File: src/rtl/btn_conditioner.sv
// Push-button conditioner: synchronizer, debounce FSM,
// press/release pulses and auto-repeat move-enable pulses.
module btn_conditioner #(
  parameter int DEB_CYCLES    = 1000000,
  parameter int REPEAT_DELAY  = 50000000,
  parameter int REPEAT_PERIOD = 10000000,
  parameter int CNT_W         = 26
) (
  input  logic       clk,
  input  logic       rst,
  input  logic       btn_in,
  output logic       db_level,
  output logic       press_pulse,
  output logic       release_pulse,
  output logic       repeat_pulse,
  output logic [2:0] state_o
);

  typedef enum logic [2:0] {
    IDLE      = 3'd0,
    DEB_PRESS = 3'd1,
    HELD      = 3'd2,
    REPEAT    = 3'd3,
    DEB_REL   = 3'd4
  } state_t;

  localparam logic [CNT_W-1:0] DEB_TC = CNT_W'(DEB_CYCLES - 1);
  localparam logic [CNT_W-1:0] DLY_TC = CNT_W'(REPEAT_DELAY - 1);
  localparam logic [CNT_W-1:0] PER_TC = CNT_W'(REPEAT_PERIOD - 1);

  logic             meta_q, sync_q;
  state_t           state_q, state_d;
  logic [CNT_W-1:0] cnt_q, cnt_d;
  logic             db_q, db_d;
  logic             press_q, press_d;
  logic             rel_q, rel_d;
  logic             rep_q, rep_d;

  always_ff @(posedge clk) begin
    if (rst) begin
      meta_q  <= 1'b0;
      sync_q  <= 1'b0;
      state_q <= IDLE;
      cnt_q   <= '0;
      db_q    <= 1'b0;
      press_q <= 1'b0;
      rel_q   <= 1'b0;
      rep_q   <= 1'b0;
    end else begin
      meta_q  <= btn_in;
      sync_q  <= meta_q;
      state_q <= state_d;
      cnt_q   <= cnt_d;
      db_q    <= db_d;
      press_q <= press_d;
      rel_q   <= rel_d;
      rep_q   <= rep_d;
    end
  end

  // A low sample is tested first so release beats a repeat terminal count.
  always_comb begin
    state_d = state_q;
    cnt_d   = cnt_q + 1'b1;
    press_d = 1'b0;
    rel_d   = 1'b0;
    rep_d   = 1'b0;
    unique case (state_q)
      IDLE: begin
        cnt_d = '0;
        if (sync_q) state_d = DEB_PRESS;
      end
      DEB_PRESS: begin
        if (!sync_q) begin
          state_d = IDLE;
          cnt_d   = '0;
        end else if (cnt_q == DEB_TC) begin
          state_d = HELD;
          cnt_d   = '0;
          press_d = 1'b1;
          rep_d   = 1'b1;
        end
      end
      HELD: begin
        if (!sync_q) begin
          state_d = DEB_REL;
          cnt_d   = '0;
        end else if (cnt_q == DLY_TC) begin
          state_d = REPEAT;
          cnt_d   = '0;
          rep_d   = 1'b1;
        end
      end
      REPEAT: begin
        if (!sync_q) begin
          state_d = DEB_REL;
          cnt_d   = '0;
        end else if (cnt_q == PER_TC) begin
          cnt_d = '0;
          rep_d = 1'b1;
        end
      end
      DEB_REL: begin
        if (sync_q) begin
          state_d = HELD;
          cnt_d   = '0;
        end else if (cnt_q == DEB_TC) begin
          state_d = IDLE;
          cnt_d   = '0;
          rel_d   = 1'b1;
        end
      end
      default: begin
        state_d = IDLE;
        cnt_d   = '0;
      end
    endcase
    db_d = (state_d == HELD) || (state_d == REPEAT)
        || (state_d == DEB_REL);
  end

  assign db_level      = db_q;
  assign press_pulse   = press_q;
  assign release_pulse = rel_q;
  assign repeat_pulse  = rep_q;
  assign state_o       = state_q;

endmodule
File: config.mk
export PLATFORM = sky130hd
export DESIGN_NAME = btn_conditioner
export DESIGN_NICKNAME = d
export VERILOG_FILES = /design/src/rtl/btn_conditioner.sv
export SDC_FILE = /design/constraint.sdc
export NUM_CORES = 1
export LEC_CHECK = 0
export ABC_AREA = 1
export ABC_CLOCK_PERIOD_IN_PS = 2100
export CORE_MARGIN = 4
export CORE_UTILIZATION = 62
export DETAILED_ROUTE_END_ITERATION = 8
export DONT_BUFFER_PORTS = 1
export PLACE_DENSITY = 0.82
export RECOVER_POWER = 25
export SYNTH_ARGS = -nofsm -noshare
export SYNTH_HDL_FRONTEND = slang
export SYNTH_SLANG_ARGS = --single-unit
export TNS_END_PERCENT = 5
File: constraint.sdc
create_clock -name clk -period 2.1 [get_ports clk]
set_input_delay 0.525 -clock clk [delete_from_list [all_inputs] [get_ports clk]]
set_output_delay 0.525 -clock clk [all_outputs]
set_load 0.005 [all_outputs]
==> impl_results.md, run 1 <==
* PortBufs at 0
* WL/cell at between 10 and 15 µm
* Setup TNS at 0 ns
* Vias in the first global route at 1774
* Crit end category: flop
* Clock transition at path regs at approximately 0.10 ns
* Crit Path Category: reg2reg
* GRT overflow at 0
* Fin util at 0.675
* Synth warn at 0
* Status: completed
* Critical Path Start: cnt_q[0]
* Compound-gate portion of the synthesized area at 0.0580
* Fmax at approximately 0.54 GHz
* Max-slew headroom at the worst pin at 0.691
* Mux share of post-synthesis cell area at 0
* Netlist cell types at 23
* Die height at 64.0 µm
* Hold path cells at 1
* CTS Buffer Depth at 2
* # fillers at slightly below 300
* Sinks on Clock Net at 35
* Hold Vio Cnt, Final at 0
* Post-synth net total at 303
* Placed insts at 340
* Routed wire length at 4290 µm
* Final std cells w/o fill at between 300 and 400
* Remaining DRCs at 0
* Cells after Synth at 299
* Synth Cell Area at just under 0.002 mm²
* Worst slew pin tran at 0.460 ns
* Final Slew Violations at 0
* Via count at 1896
* Num CTS Buffers at 5
* Min cycle time layout at 1.86 ns
* Post-Synth Adder-Cell Area at 0.00644
* GPL Wtd Cong at 0.934
* CP Max Fanout at 17
* Seq/Total Area, Yosys at 0.361
* Commonest non-fill, non-tap cell in the layout: nand2_1
* FP Rows at 20
* Post-CTS setup buffer count at 0
* Fin nets at 307
* Worst hold path class: in2reg
* Share of cells above drive strength 1 at 0.0625
* Clock skew at 0.00973 ns
* CTS H-tree lvls at 2
* Hpwl dp at 3310 µm
* Tot GR Track Use at 0.233
* Fin crit share at 0.888
* Die Width at about 64 µm
* Drt first pass iters at 6
* Starting DRT DRC Count at 254
* Placeable Area at 0.00303 mm²
* Ant. Diodes at 0
* Overall power consumption at 0.00110 W
* WHS Endpoint: state_o[0]
* Setup crit start kind: flop
* RSZ-0062 raised after global routing: no
* Final instance area at 0.00204 mm²
* Synth-to-layout area growth at 5.28%
* Root Buffer: clkbuf_4
* Worst Path Arrival at 2.09 ns
* Antenna violations before repair at 0
* Reg2Reg Depth at 10
* Most frequent cells in the layout: nand2_1, nor2_1, inv_1, dfxtp_1, nand3_1
* Post-synthesis simple-gate area fraction at 0.422
* Mean Syn Cell Area at 6.49 µm²
* Largest net degree at the start of global routing at 18
* Hold Buf Count CTS at 0
* Post-CTS Resized at 0
* Hold wc startpoint: rst
* CTS tree: done
* Clk_lat worst skew at ~0.34 ns
* Post-route ant nets at 0
* FF-to-FF End: cnt_q[1]
* # Max-Cap Violations at 0
* # IOs at 10
* FF-to-FF setup slack at 0.24 ns
* FF+latch count, synth at 35
* DP Area at between 0.0015 and 0.002 mm²
* DIE AREA at 0.00409 mm²
* First-pass GRT wire length at 7580 µm
* Initial Util at 0.641
* WP data required at 2.33 ns
* Main combinational cell family by area after synthesis: simple AND/OR/NAND/NOR gates
* Setup-failing EPs final at 0
* Worst reg2reg path startpoint: cnt_q[0]
* XOR/XNOR Fraction of Synth Area at 0.0586
* P per Cell Area at 539 mW/mm²
* Via density at 5.45
* Static leakage at 0.771 nW
* Peak VDD IR at 0.351 mV
## cells in the mapped netlist (all sizes together)
| cell | count | share of area |
|---|---|---|
| nor2 | 71 | 0.14 |
| nand2 | 70 | 0.14 |
| inv | 43 | 0.083 |
| dfxtp | 35 | 0.36 |
| nand3 | 18 | 0.055 |
| nand4 | 12 | 0.039 |
| o21ai | 10 | 0.026 |
| xor2 | 9 | 0.041 |
| nor3 | 8 | 0.021 |
| a21oi | 7 | 0.018 |
| nor4 | 4 | 0.013 |
| xnor2 | 4 | 0.018 |
| buf | 3 | 0.011 |
| a31oi | 2 | 0.014 |
| nand3b | 2 | 0.0077 |
| ha | 1 | 0.0064 |
## worst max-delay path: stages (launching register included)
cell and delay, ns:
dfxtp_1 0.36, ha_1 0.20, inv_1 0.08, nor2_1 0.23, inv_1 0.13, nor2_2 0.13
nand2_2 0.10, nand3_2 0.10, nand3_4 0.14, nand2_4 0.21, nor2_1 0.07
## how the worst max path moves through the flow
stage	slack, ns	endpoint	cells after the start
after floorplan	0.46	cnt_q[11]	11
after global placement	0.34	cnt_q[20]	10
after detailed placement	0.27	cnt_q[25]	10
after CTS	0.25	cnt_q[4]	10
after global routing	0.08	cnt_q[17]	10
final	0.24	cnt_q[1]	10
## cell type report
cell class                      count  area (µm²)  share of cell area
Multi-Input combinational cell    218        1060               0.518
Sequential cell                    35         701               0.343
Inverter                           43         161              0.0789
Clock buffer                        8        68.8              0.0337
Tap cell                           44        55.1              0.0269
## logic make-up (layout without fill, tap and decap cells)
kind of cell,count (synthesis),count (layout)
AO/OA/AOI/OAI,19,19
XOR/XNOR,13,13
adder cells (fa/ha/maj),1,1
buffers and inverters,46,51
flip-flops,35,35
AND/OR/NAND/NOR,185,185
## through the flow
step | hold slack, ns | setup WS [ns]
2_1_floorplan | 0.388 | 0.455
3_3_place_gp | 0.400 | 0.343
3_5_place_dp | 0.409 | 0.266
4_1_cts | 0.230 | 0.248
5_1_grt | 0.212 | 0.0790
6_report | 0.238 | 0.236
## per-layer routing
| layer | vias up | wire length (µm) | part of all wire | GRT usage |
|---|---|---|---|---|
| met2 | 85 | 1960 | 0.46 | 0.378 |
| met5 | - | 0 | 0 | 0 |
| met4 | 0 | 68 | 0.016 | 0.0863 |
| li1 | 950 | - | - | - |
| met3 | 10 | 318 | 0.074 | 0.0633 |
| met1 | 851 | 1940 | 0.45 | 0.293 |
## sequential cells by signal, indices dropped and copies added, names as in the netlist
signal,count
cnt_q,26
state_o,3
db_level,1
meta_q,1
press_pulse,1
release_pulse,1
repeat_pulse,1
sync_q,1
## power breakdown
| group | switching (W) | internal [W] | total [W] | leakage [nW] |
|---|---|---|---|---|
| Combinational | 0.0000111 | 0.00000527 | 0.0000164 | 0.450 |
| Sequential | 0.00000277 | 0.000666 | 0.000669 | 0.282 |
| Clock | 0.000220 | 0.000197 | 0.000417 | 0.0386 |
(Power assumes the default switching activity.)
==> run 2, diff against run 1 <==
--- a/config.mk
+++ b/config.mk
@@ -7,6 +7,7 @@
 export LEC_CHECK = 0
 export ABC_AREA = 1
 export ABC_CLOCK_PERIOD_IN_PS = 2100
+export CAP_MARGIN = 20
 export CORE_MARGIN = 4
 export CORE_UTILIZATION = 62
 export DETAILED_ROUTE_END_ITERATION = 8
==> results of run 2 <==
No change in the layout: final DEF, timing and power equal those of run 1.
==> run 3, diff against run 2 <==
--- a/config.mk
+++ b/config.mk
@@ -17,4 +17,3 @@
 export SYNTH_ARGS = -nofsm -noshare
 export SYNTH_HDL_FRONTEND = slang
 export SYNTH_SLANG_ARGS = --single-unit
-export TNS_END_PERCENT = 5
==> results of run 3 <==
No change in the layout: final DEF, timing and power equal those of run 1.
